--- config.mk ---
export PLATFORM = sky130hd
export DESIGN_NAME = run_monitor
export DESIGN_NICKNAME = d
export VERILOG_FILES = /design/src/rtl/run_monitor.sv
export SDC_FILE = /design/constraint.sdc
export NUM_CORES = 1
export LEC_CHECK = 0
export BUFFER_PORTS_ARGS = -buffer_cell sky130_fd_sc_hd__buf_2
export CORE_MARGIN = 4
export CORE_UTILIZATION = 41
export CTS_CLUSTER_DIAMETER = 80
export DETAILED_ROUTE_END_ITERATION = 10
export PLACE_DENSITY = 0.93
export SETUP_SLACK_MARGIN = 0.5
export SLEW_MARGIN = 20
export SYNTH_ARGS = -nofsm -noshare
export SYNTH_HDL_FRONTEND = slang
export SYNTH_SLANG_ARGS = --single-unit
--- constraint.sdc ---
create_clock -name clk -period 3.92 [get_ports clk]
set_clock_uncertainty 0.2 [all_clocks]
set_input_delay 0.392 -clock clk [delete_from_list [all_inputs] [get_ports clk]]
set_output_delay 0.392 -clock clk [all_outputs]
set_load 0.1 [all_outputs]
--- src/rtl/run_monitor.sv ---
// rtl/run_monitor.sv - run monitor: halts the CPU on a stop address or retire-count
// timeout, then streams out the register file once and parks in DONE.
module run_monitor #(
  parameter  int PC_W   = 32,
  parameter  int NSTOP  = 2,
  parameter  int CNT_W  = 16,
  parameter  int NREG   = 32,
  localparam int REG_AW = $clog2(NREG)
) (
  input  logic                  clk,
  input  logic                  rst,
  input  logic [PC_W-1:0]       pc,
  input  logic                  pc_valid,
  input  logic [NSTOP*PC_W-1:0] stop_addr,
  input  logic [NSTOP-1:0]      stop_en,
  input  logic [CNT_W-1:0]      cyc_limit,
  output logic [REG_AW-1:0]     reg_sel,
  input  logic [31:0]           reg_data,
  output logic                  dump_valid,
  input  logic                  dump_ready,
  output logic [31:0]           dump_data,
  output logic [REG_AW-1:0]     dump_idx,
  output logic                  dump_last,
  output logic                  halt,
  output logic                  done,
  output logic [1:0]            halt_cause,
  output logic [1:0]            hit_idx,
  output logic [CNT_W-1:0]      retire_cnt
);

  typedef enum logic [1:0] {S_RUN, S_DUMP, S_DONE} state_t;

  localparam logic [REG_AW-1:0] LAST_IDX = REG_AW'(NREG - 1);

  state_t            state, state_nxt;
  logic [REG_AW-1:0] idx, idx_nxt;
  logic [CNT_W-1:0]  cnt, cnt_nxt, cnt_sat;
  logic [CNT_W:0]    cnt_inc;
  logic [1:0]        cause, cause_nxt;
  logic [1:0]        hit, hit_nxt;
  logic              stop_hit, timeout;
  logic [1:0]        stop_idx;

  // Scan from the top slot down so the lowest matching slot wins.
  always_comb begin
    stop_hit = 1'b0;
    stop_idx = 2'd0;
    for (int i = NSTOP - 1; i >= 0; i--) begin
      if (stop_en[i] && (stop_addr[i*PC_W +: PC_W] == pc)) begin
        stop_hit = 1'b1;
        stop_idx = 2'(i);
      end
    end
  end

  // Timeout compares the post-increment count, one bit wider so it cannot wrap.
  assign cnt_inc = {1'b0, cnt} + (CNT_W+1)'(1);
  assign cnt_sat = (&cnt) ? cnt : cnt + 1'b1;
  assign timeout = (cyc_limit != '0) && (cnt_inc >= {1'b0, cyc_limit});

  always_comb begin
    state_nxt = state;
    idx_nxt   = idx;
    cnt_nxt   = cnt;
    cause_nxt = cause;
    hit_nxt   = hit;
    case (state)
      S_RUN: begin
        if (pc_valid) begin
          cnt_nxt = cnt_sat;
          if (stop_hit || timeout) begin
            cause_nxt = {timeout, stop_hit};
            if (stop_hit) hit_nxt = stop_idx;
            idx_nxt   = '0;
            state_nxt = S_DUMP;
          end
        end
      end
      S_DUMP: begin
        if (dump_ready) begin
          if (idx == LAST_IDX) state_nxt = S_DONE;
          else                 idx_nxt   = idx + 1'b1;
        end
      end
      default: ;
    endcase
  end

  always_ff @(posedge clk) begin
    if (rst) begin
      state <= S_RUN;
      idx   <= '0;
      cnt   <= '0;
      cause <= 2'b00;
      hit   <= 2'd0;
    end else begin
      state <= state_nxt;
      idx   <= idx_nxt;
      cnt   <= cnt_nxt;
      cause <= cause_nxt;
      hit   <= hit_nxt;
    end
  end

  // Register 0 is hardwired zero, so its beat never trusts the read port.
  assign dump_valid = (state == S_DUMP);
  assign reg_sel    = dump_valid ? idx : '0;
  assign dump_idx   = dump_valid ? idx : '0;
  assign dump_last  = dump_valid && (idx == LAST_IDX);
  assign dump_data  = (dump_valid && (idx != '0)) ? reg_data : 32'h0;
  assign halt       = (state != S_RUN);
  assign done       = (state == S_DONE);
  assign halt_cause = cause;
  assign hit_idx    = hit;
  assign retire_cnt = cnt;

endmodule

==> results of run 1 <==
flip-flops by register name, summed over array words and instances, names as in the netlist:
register,flops
hit_idx,1
idx,5
state,2
retire_cnt,16
halt_cause,2
report_power, final:
part | switching, uW | internal, uW | total, uW | leakage, uW
clock network | 87.1 | 89.9 | 177 | 0.0000288
logic | 113 | 100 | 213 | 0.00196
registers | 2.87 | 264 | 267 | 0.000217
metal layers:
| metal | wire, um | part of all wire |
|---|---|---|
| met5 | 7 | 0.00067 |
| met4 | 307 | 0.030 |
| met3 | 962 | 0.092 |
| met2 | 5350 | 0.51 |
| met1 | 3770 | 0.36 |
through the flow:
step                 util  instances  power, uW  instance area [sq um]
floorplan               -        371        373                   2890
global placement    0.589        665        477                   4000
detailed placement  0.589        665        485                   4000
CTS                 0.597        669        659                   4060
global route        0.598        669        689                   4060
finish              0.598        669        657                   4060
synthesized netlist by cell type, types with 11 or more instances:
cell / count
a21oi_1: 18
and2_1: 40
dfxtp_1: 26
ha_1: 20
inv_1: 21
nand2_1: 25
nand3_1: 14
nor2_1: 15
nor4_1: 19
o21ai_0: 11
xnor2_1: 18
xor2_1: 69
how the worst min path moves through the flow:
stage,startpoint,cells after the start,end
2_1_floorplan,idx[4],2,idx[4]
3_3_place_gp,halt_cause[1],2,halt_cause[1]
3_5_place_dp,halt_cause[1],2,halt_cause[1]
4_1_cts,dump_ready,3,state[1]
5_1_grt,dump_ready,3,state[1]
6_report,dump_ready,3,state[1]
cell families after synthesis:
group,count (synthesis),synth area share
flip-flops,26,0.182
other,1,0.00131
buffers and inverters,38,0.0585
multiplexers,2,0.00699
AND/OR/NAND/NOR,153,0.304
adder cells (fa/ha/maj),20,0.0874
XOR/XNOR,87,0.266
AO/OA/AOI/OAI,44,0.0944
area by class of cell:
type	count	area share
repair buffers	215	0.265
flip-flops and latches	26	0.135
inverters	21	0.0194
well taps	96	0.0296
multi-input cells	307	0.537
clock buffers	4	0.0136
worst max-delay path: cells and delay by family, from the launching register on:
family,cells,cell delay (ns)
adders and majority gates,2,0.57
xor gates and xnor gates,1,0.16
and+or+nand+nor,5,0.95
AOI/OAI and AO/OA,3,0.64
muxes,1,0.19
DFF,1,0.38
==> results.cfg, run 1 <==
[clocking]
cts_tree = built
cts_setup_buffers = 0
cts-root-buf = clkbuf_8
hold_buffers = 0
cts_buffer_depth = 2
cts.sinks = 26
path_clk_slew_ns = 0.09
clk_latency_ns = 0.27
post_cts_resized = 0
htreeDepth = 1
numCtsBuffers = 3

[final_layout]
final_nets = 744
layout_commonest_cell = buf_2
multi_input_area_sq_um = 2180
areaGrowthSynthToFinish_pct = 41.9
fillers = 624
final_cell_mix = 214 x buf_2, 69 x xor2_1, 39 x and2_1, 25 x nand2_1, 21 x inv_1
diodes = 0
regArea_sq_um = 548
drive_gt1_frac = 0.422

[sta]
layout_min_cycle_time_ns = 3.17
fin_ws_ns = 0.749
fin_crit_sh = 0.809
tns_ns = 0
holdWs_ns = 0.204
rsz0062_at_grt = no
report.final.setup_viol = 0
finalHoldViolCount = 0
fmax_ghz = 0.315
slew_headroom = 0.355
finalMaxSlewViolations = 0
worst_pin_slew_ns = 0.963

[routing]
drc_errors = 0
wl_mm = 10.4
final_antenna_net_count = 0
drtIter0Drc = 139
route.vias.total = 3348
routed_via_density = 5.00
firstDrtPassIters = 4
wl_per_cell_um = 15.5

[die]
die-area_sq_um = 8390
start_util = 0.422
pin_count = 216
core-area_sq_um = 6790
die_x_um = 91.6
rows = 30
fp.dieH_um = 91.6

[synthesis]
yosysTopAreaCellShare = 0.211
syn_area_per_cell_sq_um = 7.72
synth_edf_count = 0
syn_inst = 371
synthTopCellsByArea = xor2_1 21%, dfxtp_1 18%, and2_1 8.7%, ha_1 8.7%, xnor2_1 5.5%
synth_top_cell_by_area = xor2_1
ys_warn_count = 0
ys_types = 42
synth_nets = 541
synthArstFlopShare = 0
netlist_area_sq_um = 2860
synth-seq-cells = 26
synth_ff_type = dfxtp_1
ys_seq_area_frac = 0.182

[worst_setup_path]
slowest_stage = dfxtp_4
rr_worst_depth = 12
cpPeakStageDelay_ns = 0.38
crit_end = idx[4]
path_cells = ha_1 -> nand2_4 -> nor4_4 -> nand3_1 -> xnor2_1 -> ha_1 -> nand3_1 -> nor3_2 -> o31ai_1 -> a41o_2 -> a21oi_4 -> mux2i_1
cp-startpoint = retire_cnt[0]
cp_max_fo = 7
r2r-end = idx[4]
crit_path_end_kind = register
reg2reg_from = retire_cnt[0]
crit_type = register to register
crit_path_start_kind = register
crit_arrival_ns = 3.18
timing.reg2reg.setup_slack_ns = 0.75
crit_required_ns = 3.93

[run]
drv_cap = 0

[pwr]
leakagePower_uw = 0.00221
ir_drop_v = 0.000114
cellPowerDensity_nw_per_um2 = 162

[global_routing]
grt_pass1_vias = 3381
grt_pass1_wl_mm = 16.2
grt_max_degree = 33
use_met2 = 0.435
grt.overflow.total = 0
grt_usage = 0.237
gr-max-usage-layer = met2
met1_usage = 0.266
antenna_found_initial = 1
grtUsageMet3 = 0.0547

[placement]
place_hpwl_mm = 9.21
gp_congestion = 0.967
place_ws_ns = 0.567
portBuffers = 214

[run_status]
status = finished, final reports clean

[hold_path]
hold_path.class = input port to register
Note: power is estimated with default switching activity, not from simulation.
==> inputs of run 2 (changes only) <==
==> constraint.sdc (replaced) <==
create_clock -name clk -period 2.92 [get_ports clk]
set_clock_uncertainty 0.2 [all_clocks]
set_input_delay 0.292 -clock clk [delete_from_list [all_inputs] [get_ports clk]]
set_output_delay 0.292 -clock clk [all_outputs]
set_load 0.1 [all_outputs]
==> results.cfg, run 2 (same netlist as run 1, synthesis figures left out) <==
[run_status]
status = finished with violations
violations = setup timing

[final_layout]
final_nets = 761
fin_util = 0.713
areaGrowthSynthToFinish_pct = 69.2
layout_commonest_cell = buf_2
largest_register_ff_count = 16
final_cell_mix = 181 x buf_2, 69 x xor2_1, 37 x and2_2, 32 x buf_12, 21 x inv_1
post-route-cell-area_sq_um = 4850
diodes = 0
drive_gt1_frac = 0.531

[sta]
finalHoldViolCount = 0
fin_ws_ns = -0.111
report.final.setup_viol = 7
slew_headroom = 0.608
layout_min_cycle_time_ns = 3.03
finalMaxSlewViolations = 0
fin_crit_sh = 1.04
fmax_ghz = 0.330
tns_ns = -0.401
worst_pin_slew_ns = 0.583
rsz0062_at_grt = yes

[global_routing]
grt.overflow.total = 0
grt_pass1_vias = 3751
antenna_found_initial = 3
grt_usage = 0.265
grt_max_degree = 33
grt_pass1_wl_mm = 17.8

[worst_setup_path]
reg2reg_from = retire_cnt[1]
rr_worst_depth = 13
crit_type = register to register
crit_arrival_ns = 3.03
crit_required_ns = 2.92
r2r-end = idx[4]
crit_path_start_kind = register
cp_max_fo = 5
crit_path_end_kind = register
timing.reg2reg.setup_slack_ns = -0.11

[placement]
place_hpwl_mm = 10.2
gp_congestion = 1.01
placed_area_sq_um = 4650
portBuffers = 214

[pwr]
cellPowerDensity_nw_per_um2 = 189
leakagePower_uw = 0.00244
p_int_uw = 642
pwr-share-clk = 0.282
power.share.sequential = 0.386
sw_frac_of_total = 0.301
ir_drop_v = 0.000137
pwr-share-comb = 0.331
p_switching_uw = 276

[routing]
drtIter0Drc = 137
route.vias.total = 3582
final_antenna_net_count = 0
routed_via_density = 5.22
firstDrtPassIters = 4
drc_errors = 0
wl_mm = 11.8
wl_per_cell_um = 17.2

[clocking]
numCtsBuffers = 3
cts.sinks = 26
htreeDepth = 1
cts_tree = built
cts_buffer_depth = 2
path_clk_slew_ns = 0.09
cts-root-buf = clkbuf_8
hold_buffers = 0
clk_latency_ns = 0.26

[die]
core-area_sq_um = 6790
pin_count = 216
start_util = 0.422
fp.dieH_um = 91.6
die_x_um = 91.6
die-area_sq_um = 8390
rows = 30

[hold_path]
hold_path_end = state[1]
hold_path.class = input port to register
hold_depth = 3
min_from = dump_ready

[run]
drv_cap = 0
==> run 2: cell types whose count changed in the layout (fill, tap and decap cells not counted), sizes merged <==
cell / change
buf: +17
==> run 2: metal layers <==
layer / GRT usage / wire length [um] / vias up
met5: 0 / 41 / -
met4: 0.0942 / 400 / 6
met3: 0.0953 / 1050 / 46
met2: 0.486 / 6180 / 174
met1: 0.274 / 4100 / 1662
li1: - / - / 1694
==> run 2: timing repair <==
item,in CTS,in global routing
buffers inserted,3,2
endpoints found under the setup margin,41,9
resized for setup,7,13
pin swaps,9,9
hold endpoints to repair,0,0
==> run 2: stage by stage <==
stage | total power (uW) | setup WS, ns | hold slack (ns) | cells
after floorplan | 499 | -0.274 | 0.256 | 371
after global placement | 640 | 0.0466 | 0.246 | 677
after detailed placement | 657 | -0.123 | 0.269 | 677
after CTS | 914 | -0.0259 | 0.108 | 684
after global routing | 965 | -0.238 | 0.138 | 686
final | 918 | -0.111 | 0.112 | 686
==> run 2: area by class of cell <==
cell class | count | area [sq um]
clock buffers | 4 | 66.3
fillers | 497 | 1950
inverters | 21 | 78.8
multi-input cells | 307 | 2330
flip-flops and latches | 26 | 559
well taps | 96 | 120
repair buffers | 232 | 1690
==> run 2: power groups by stage <==
| stage | sequential [uW] | clock (uW) | combinational [uW] |
|---|---|---|---|
| after floorplan | 383 | 0 | 115 |
| after global placement | 361 | 0 | 279 |
| after detailed placement | 362 | 0 | 296 |
| after CTS | 353 | 262 | 299 |
| after global routing | 355 | 278 | 332 |
| final | 355 | 259 | 304 |
==> run 2: worst max path at each step <==
stage	start	end	cells past startpoint
2_1_floorplan	retire_cnt[4]	idx[1]	14
3_3_place_gp	retire_cnt[1]	idx[4]	13
3_5_place_dp	retire_cnt[1]	idx[4]	13
4_1_cts	retire_cnt[1]	idx[4]	13
5_1_grt	retire_cnt[0]	idx[1]	13
6_report	retire_cnt[1]	idx[4]	13
==> run 2: worst max-delay path: stages, from the launching register on <==
cell and delay, ns:
dfxtp_4 0.38, and3_4 0.18, and4_4 0.21, and3_4 0.18, and2_4 0.17, nand2_2 0.06
xnor2_1 0.13, ha_1 0.31, nand3_2 0.12, nor3_4 0.20, o31ai_2 0.11, a41o_4 0.30
a21oi_4 0.20, mux2i_1 0.20
